--- src/rtl/md_pkg.sv ---
`default_nettype none
// ============================================================================
// Module   : md_pkg
// Purpose  : Shared types and constants for the RV32M multiply/divide unit.
// Revision : 1.0 - initial release
// ============================================================================
package md_pkg;

  // funct3 encodings of the RV32M opcodes
  typedef enum logic [2:0] {
    MD_MUL    = 3'd0,
    MD_MULH   = 3'd1,
    MD_MULHSU = 3'd2,
    MD_MULHU  = 3'd3,
    MD_DIV    = 3'd4,
    MD_DIVU   = 3'd5,
    MD_REM    = 3'd6,
    MD_REMU   = 3'd7
  } md_op_e;

  typedef enum logic [1:0] {
    ST_IDLE = 2'd0,
    ST_MUL  = 2'd1,
    ST_DIV  = 2'd2,
    ST_DONE = 2'd3
  } md_state_e;

  localparam int DIV_ITERS = 32;
  localparam int CNT_W     = $clog2(DIV_ITERS);

  // Magnitude of a value that may be two's complement signed
  function automatic logic [31:0] abs_val(input logic [31:0] x, input logic is_signed);
    return (is_signed && x[31]) ? (~x + 32'd1) : x;
  endfunction

endpackage
`default_nettype wire

--- src/rtl/md_divider_core.sv ---
`default_nettype none
// ============================================================================
// Module   : md_divider_core
// Purpose  : Unsigned restoring divider, one quotient bit per cycle.
// Revision : 1.0 - initial release
// ============================================================================
module md_divider_core
  import md_pkg::*;
(
  input  logic        clk,
  input  logic        rst,
  input  logic        i_load,
  input  logic        i_step,
  input  logic        i_clear,
  input  logic [31:0] i_dividend,
  input  logic [31:0] i_divisor,
  output logic        o_last,
  output logic [31:0] o_quot_nxt,
  output logic [31:0] o_rem_nxt
);

  logic [31:0]      r_rem;
  logic [31:0]      r_quot;
  logic [31:0]      r_dvs;
  logic [CNT_W-1:0] r_cnt;

  logic [32:0] w_shift;
  logic [32:0] w_diff;
  logic        w_qbit;

  // Dividend bits shift out of the quotient register as quotient bits shift in
  assign w_shift    = {r_rem, r_quot[31]};
  assign w_diff     = w_shift - {1'b0, r_dvs};
  assign w_qbit     = ~w_diff[32];
  assign o_rem_nxt  = w_qbit ? w_diff[31:0] : w_shift[31:0];
  assign o_quot_nxt = {r_quot[30:0], w_qbit};
  assign o_last     = (r_cnt == CNT_W'(DIV_ITERS - 1));

  always_ff @(posedge clk or negedge rst) begin
    if (!rst) begin
      r_rem  <= '0;
      r_quot <= '0;
      r_dvs  <= '0;
      r_cnt  <= '0;
    end else if (i_load) begin
      r_rem  <= '0;
      r_quot <= i_dividend;
      r_dvs  <= i_divisor;
      r_cnt  <= '0;
    end else if (i_clear) begin
      r_cnt  <= '0;
    end else if (i_step) begin
      r_rem  <= o_rem_nxt;
      r_quot <= o_quot_nxt;
      r_cnt  <= r_cnt + CNT_W'(1);
    end
  end

endmodule
`default_nettype wire

--- src/rtl/ex_muldiv_unit.sv ---
`default_nettype none
// ============================================================================
// Module   : ex_muldiv_unit
// Purpose  : EX-stage RV32M unit: single-cycle multiply, iterative divide.
// Revision : 1.0 - initial release
// ============================================================================
module ex_muldiv_unit
  import md_pkg::*;
(
  input  logic        clk,
  input  logic        rst,
  input  logic        start_E,
  input  logic [2:0]  MDOp_E,
  input  logic [31:0] SrcA_E,
  input  logic [31:0] SrcB_E,
  input  logic        flush_E,
  output logic        Busy_E,
  output logic        Done_E,
  output logic [31:0] MDResult_E
);

  md_state_e   r_state;
  md_state_e   w_state_nxt;
  md_op_e      r_op;
  logic [31:0] r_a;
  logic [31:0] r_b;
  logic [63:0] r_product;
  logic [31:0] r_result;
  logic        r_res_is_mul;
  logic        r_neg_q;
  logic        r_neg_r;

  logic        w_accept;
  logic        w_in_signed;
  logic        w_div0;
  logic        w_ovf;
  logic        w_fast;
  logic [31:0] w_fast_result;
  logic        w_a_sgn;
  logic        w_b_sgn;
  logic [63:0] w_a64;
  logic [63:0] w_b64;
  logic [63:0] w_product;
  logic [31:0] w_quot_fix;
  logic [31:0] w_rem_fix;
  logic        w_div_last;
  logic [31:0] w_quot_nxt;
  logic [31:0] w_rem_nxt;

  // Divide corner cases resolved straight from the ID/EX operands
  assign w_accept    = (r_state == ST_IDLE) && start_E && !flush_E;
  assign w_in_signed = ~MDOp_E[0];
  assign w_div0      = (SrcB_E == 32'd0);
  assign w_ovf       = w_in_signed && (SrcA_E == 32'h8000_0000) && (SrcB_E == 32'hFFFF_FFFF);
  assign w_fast      = MDOp_E[2] && (w_div0 || w_ovf);

  always_comb begin
    w_fast_result = 32'd0;
    if (w_div0)
      w_fast_result = MDOp_E[1] ? SrcA_E : 32'hFFFF_FFFF;
    else
      w_fast_result = MDOp_E[1] ? 32'd0 : 32'h8000_0000;
  end

  // Sign-extend to 64 bits; the low 64 bits of the product are then exact
  assign w_a_sgn   = (r_op == MD_MULH) || (r_op == MD_MULHSU);
  assign w_b_sgn   = (r_op == MD_MULH);
  assign w_a64     = {{32{w_a_sgn & r_a[31]}}, r_a};
  assign w_b64     = {{32{w_b_sgn & r_b[31]}}, r_b};
  assign w_product = w_a64 * w_b64;

  assign w_quot_fix = r_neg_q ? (~w_quot_nxt + 32'd1) : w_quot_nxt;
  assign w_rem_fix  = r_neg_r ? (~w_rem_nxt + 32'd1) : w_rem_nxt;

  md_divider_core u_divider (
    .clk        (clk),
    .rst        (rst),
    .i_load     (w_accept && MDOp_E[2] && !w_fast),
    .i_step     ((r_state == ST_DIV) && !flush_E),
    .i_clear    (flush_E),
    .i_dividend (abs_val(SrcA_E, w_in_signed)),
    .i_divisor  (abs_val(SrcB_E, w_in_signed)),
    .o_last     (w_div_last),
    .o_quot_nxt (w_quot_nxt),
    .o_rem_nxt  (w_rem_nxt)
  );

  always_comb begin
    w_state_nxt = r_state;
    Busy_E      = 1'b0;
    Done_E      = 1'b0;
    case (r_state)
      ST_IDLE: begin
        if (start_E && !flush_E) begin
          Busy_E = 1'b1;
          if (!MDOp_E[2])
            w_state_nxt = ST_MUL;
          else if (w_fast)
            w_state_nxt = ST_DONE;
          else
            w_state_nxt = ST_DIV;
        end
      end
      ST_MUL: begin
        Busy_E      = 1'b1;
        w_state_nxt = flush_E ? ST_IDLE : ST_DONE;
      end
      ST_DIV: begin
        Busy_E = 1'b1;
        if (flush_E)
          w_state_nxt = ST_IDLE;
        else if (w_div_last)
          w_state_nxt = ST_DONE;
      end
      ST_DONE: begin
        // Same instruction is still in ID/EX here, so start_E is not looked at
        Done_E      = !flush_E;
        w_state_nxt = ST_IDLE;
      end
      default: w_state_nxt = ST_IDLE;
    endcase
  end

  always_ff @(posedge clk or negedge rst) begin
    if (!rst)
      r_state <= ST_IDLE;
    else
      r_state <= w_state_nxt;
  end

  always_ff @(posedge clk or negedge rst) begin
    if (!rst) begin
      r_op    <= MD_MUL;
      r_a     <= '0;
      r_b     <= '0;
      r_neg_q <= 1'b0;
      r_neg_r <= 1'b0;
    end else if (w_accept) begin
      r_op    <= md_op_e'(MDOp_E);
      r_a     <= SrcA_E;
      r_b     <= SrcB_E;
      r_neg_q <= w_in_signed & (SrcA_E[31] ^ SrcB_E[31]);
      r_neg_r <= w_in_signed & SrcA_E[31];
    end
  end

  // Result registers only change on entry to DONE, so the output holds otherwise
  always_ff @(posedge clk or negedge rst) begin
    if (!rst) begin
      r_product    <= '0;
      r_result     <= '0;
      r_res_is_mul <= 1'b0;
    end else if (w_state_nxt == ST_DONE) begin
      case (r_state)
        ST_IDLE: begin
          r_result     <= w_fast_result;
          r_res_is_mul <= 1'b0;
        end
        ST_MUL: begin
          r_product    <= w_product;
          r_res_is_mul <= 1'b1;
        end
        ST_DIV: begin
          r_result     <= r_op[1] ? w_rem_fix : w_quot_fix;
          r_res_is_mul <= 1'b0;
        end
        default: ;
      endcase
    end
  end

  always_comb begin
    MDResult_E = r_result;
    if (r_res_is_mul)
      MDResult_E = (r_op == MD_MUL) ? r_product[31:0] : r_product[63:32];
  end

endmodule
`default_nettype wire

--- config.mk ---
export PLATFORM = sky130hd
export DESIGN_NAME = ex_muldiv_unit
export DESIGN_NICKNAME = d
export VERILOG_FILES = /design/src/rtl/md_pkg.sv /design/src/rtl/md_divider_core.sv /design/src/rtl/ex_muldiv_unit.sv
export SDC_FILE = /design/constraint.sdc
export NUM_CORES = 2
export LEC_CHECK = 0
export BUFFER_PORTS_ARGS = -buffer_cell sky130_fd_sc_hd__buf_2
export CORE_MARGIN = 8
export CORE_UTILIZATION = 40
export CTS_CLUSTER_SIZE = 25
export DETAILED_ROUTE_END_ITERATION = 16
export GPL_TIMING_DRIVEN = 1
export HOLD_SLACK_MARGIN = 0.05
export PLACE_DENSITY_LB_ADDON = 0.05
export SYNTH_ARGS = -nofsm -noshare
export SYNTH_HDL_FRONTEND = slang
export SYNTH_HIERARCHICAL = 1
export SYNTH_SLANG_ARGS = --single-unit
--- constraint.sdc ---
create_clock -name clk -period 9.5 [get_ports clk]
set_input_delay 0.95 -clock clk [delete_from_list [all_inputs] [get_ports clk]]
set_output_delay 0.95 -clock clk [all_outputs]
set_load 0.1 [all_outputs]
==> impl_results.md <==
* Result of the run: finished, final reports clean
* Number of buffer cells added on primary ports at 104
* RR Endpoint: r_product[40]$_DFFE_PN0P_
* Headroom to the max-slew limit at 0.164
* Crit share post-route at 0.946
* Biggest area consumer among synthesized cells: sky130_fd_sc_hd__fa_1
* Boundary Pins at 105
* Weighted congestion at the end of routability-driven global placement at a little over 0.9
* Overall overflow remaining after global route at 0
* Max-capacitance violation count at 0
* Fraction of final layout cells with drive strength greater than 1 at 0.0796
* Tmin final at ~9 ns
* Initial cell density of the core at 0.401
* Critical Path AT at between 9 and 10 ns
* Vert. Die Dim at roughly 390 µm
* Placement-stage cell area at ~0.057 mm²
* Vias at just over 40000
* Setup slack of the most critical reg-to-reg path at ~0.5 ns
* Buffers & Inverters on Critical Path at 6
* Syn-to-layout area delta at 6.85%
* Max Fclk at 0.111 GHz
* Number of synthesized register bits at 269
* Accumulated negative setup slack at 0 ns
* Setup repair after global routing missed its margin: no
* TritonCTS Buffers at 40
* Launching point of the worst reg2reg path: r_a[19]$_DFFE_PN0P_
* CP Data Required Time at ~10 ns
* Layout Nets at 7456
* Count of pins over their slew limit at 0
* Worst path top cell family by delay: adder cells
* Largest stage delay on the critical path at 0.93 ns
* Post-CTS Repair Setup Buffers at 0
* Classification of the worst setup path: flip-flop to flip-flop
* 1st-iter DRT viols at 3087
* Number of warnings reported in the yosys synthesis log at 6
* Wire length of the first global-routing pass at between 200000 and 300000 µm
* Number of standard-cell rows in the floorplan at approximately 140
* Area contributors post-synth: sky130_fd_sc_hd__fa_1 (41%), sky130_fd_sc_hd__dfrtp_1 (12%), sky130_fd_sc_hd__inv_1 (8.3%), sky130_fd_sc_hd__nand2_1 (6.7%), sky130_fd_sc_hd__ha_1 (5.8%)
* Net count after synthesis at about 7500
* EDFF count, synth at 0
* Worst clock skew at 0.0389 ns
* Synthesized instance count at ~6000
* Final ANT Viol Nets at 0
* Cell area after synthesis at ~0.055 mm²
* Clock tree from TritonCTS: built
* Number of unique standard cell types used by synthesis at approximately 80
* Maximum buffer depth of the clock tree at 3
* Clk slew on worst S/H paths at about 0.060 ns
* Total iterations of the first detailed-routing run at 5
* CP max FO at 21
* Endpoint class of the critical path: flip-flop
* Maximum number of pins on one net before global-route repair at 93
* Class of the tightest hold or removal check: primary input to async pin
* Measured slew at the worst slew-check pin at between 1 and 1.5 ns
* Final wirelength at approximately 190000 µm
* Design area at just under 0.06 mm²
* Number of buffers added to fix hold violations after cts at 0
* Area share of the largest cell type after synthesis at 0.411
* Fin. Hold Viols at 0
* Clock latency at the later pin of the worst-skew pair at around 0.61 ns
* Final routed DRC violation total at 0
* Die ar. at ~0.15 mm²
* GR Util All Layers at 0.260
* Total setup violations reported at the end of the flow at 0
* Detailed placer's ending HPWL at 159000 µm
* Core box area at 0.137 mm²
* FFs w/ async S/R, synth at 1.00
* Crit start category: flip-flop
* Worst setup startpoint: r_a[19]$_DFFE_PN0P_
* Worst Reg2Reg Path Length in Cells at 26
* CP most frequent cell: sky130_fd_sc_hd__fa_1
* Number of antenna violations at the first check in global routing at 2
* Critical-path cell with the highest stage delay: sky130_fd_sc_hd__dfrtp_1
* Synthesized area divided by synthesized cell count at 9.01 µm²
* Via count of the first global-routing pass at around 44000
* Share of the yosys chip area belonging to registers at 0.123
* Clock sink count at between 200 and 300
* Width of the die at 387 µm
* Post-synth top flop: sky130_fd_sc_hd__dfrtp_1
* CTS H-Tree Depth at 2
* WL per Instance at approximately 25 µm
* Mean number of vias per cell at between 5 and 6
* Root Buffer: sky130_fd_sc_hd__clkbuf_16
-- worst max-delay path by stage --
| stage | slack (ns) | end | cells past startpoint |
|---|---|---|---|
| 6_report | 0.51 | r_product[40]$_DFFE_PN0P_ | 26 |
| 4_1_cts | 0.48 | r_product[40]$_DFFE_PN0P_ | 25 |
| 2_1_floorplan | 1.13 | r_product[59]$_DFFE_PN0P_ | 27 |
| 3_3_place_gp | 0.55 | r_product[40]$_DFFE_PN0P_ | 25 |
| 5_1_grt | 0.05 | r_product[40]$_DFFE_PN0P_ | 24 |
| 3_5_place_dp | 0.51 | r_product[40]$_DFFE_PN0P_ | 25 |
-- sequential cells by signal, summed over array words and instances, names as in the netlist, 2 cells and up --
name and flops:
r_b 32, r_product 64, u_divider/r_quot 32, r_a 32, r_op 3, u_divider/r_dvs 32, r_state 2, u_divider/r_cnt 5
u_divider/r_rem 32, r_result 32
-- worst register-to-register path: cells and delay by family, from the launching register on --
family                     cells  cell delay (ns)
adders and majority gates      9             4.48
AOI/OAI and AO/OA              7             2.04
DFF                            1             0.93
buffers and inverters          6             0.74
and+or+nand+nor                3             0.38
xor gates and xnor gates       1             0.26
-- cells in the final DEF (no fill, tap or decap), types with 40 or more instances in the layout --
cell	netlist	final
sky130_fd_sc_hd__ha_1	256	256
sky130_fd_sc_hd__buf_2	8	103
sky130_fd_sc_hd__clkbuf_16	0	40
sky130_fd_sc_hd__mux2_2	89	89
sky130_fd_sc_hd__fa_1	1126	1126
sky130_fd_sc_hd__nand2_1	985	985
sky130_fd_sc_hd__buf_4	32	133
sky130_fd_sc_hd__xor2_1	94	94
sky130_fd_sc_hd__dfrtp_1	269	266
sky130_fd_sc_hd__nor2_1	176	174
sky130_fd_sc_hd__and2_1	356	355
sky130_fd_sc_hd__mux2i_1	71	71
sky130_fd_sc_hd__xnor2_1	130	130
sky130_fd_sc_hd__nor3_1	44	43
sky130_fd_sc_hd__a21oi_1	180	180
sky130_fd_sc_hd__o21ai_0	237	237
sky130_fd_sc_hd__inv_1	1221	1221
-- final cells by class --
class,instances,area (µm²)
fillers,13700,78100
multi-input cells,4224,42000
flip-flops and latches,269,6740
inverters,1221,4580
well taps,1794,2240
repair buffers,247,1730
clock buffers,57,1160
clock inverters,15,194
diodes,3,7.51
-- stage by stage --
step,worst slack (ns),cells,hold slack (ns),utilization
after floorplan,1.13,6096,0.440,-
after global placement,0.553,7755,0.460,0.419
after detailed placement,0.510,7755,0.467,0.419
after CTS,0.481,7827,0.405,0.429
after global routing,0.0540,7827,0.423,0.429
final,0.509,7830,0.385,0.429
-- synth_stat cells, drive strengths merged (14+ instances only) --
library cell,instances
o31ai,26
nand3,25
and3,14
or3,16
nor4,16
a22o,29
ha,256
o21a,17
or2,19
a21o,39
xnor2,131
mux2,104
inv,1221
mux2i,71
a211oi,14
nand4,30
o21bai,16
nor2,177
o21ai,266
a21oi,180
fa,1126
nand2,985
xor2,94
buf,52
dfrtp,269
clkbuf,330
o211ai,21
nand2b,18
nor3,45
a31oi,20
and2,356
-- kinds of logic after synthesis --
kind of cell               share of synthesized area
xor gates and xnor gates                      0.0362
buffers and inverters                          0.113
and+or+nand+nor                                0.146
DFF                                            0.123
adders and majority gates                      0.469
muxes                                         0.0353
AOI/OAI and AO/OA                             0.0774
-- timing repair --
action | CTS | global route
gates resized for setup | 0 | 1
endpoints found under the setup margin | 0 | 1
hold endpoints to repair | 0 | 0
-- per-layer routing --
layer	track usage	vias to the layer above	part of all wire
met1	0.384	21300	0.47
li1	-	18200	-
met3	0.0418	172	0.063
met2	0.395	1145	0.43
met4	0.0693	0	0.032
met5	0	-	0
Power is left out: the tool's default activity adds up to more than one toggle a clock period on the data nets, which glitch-free logic cannot reach.
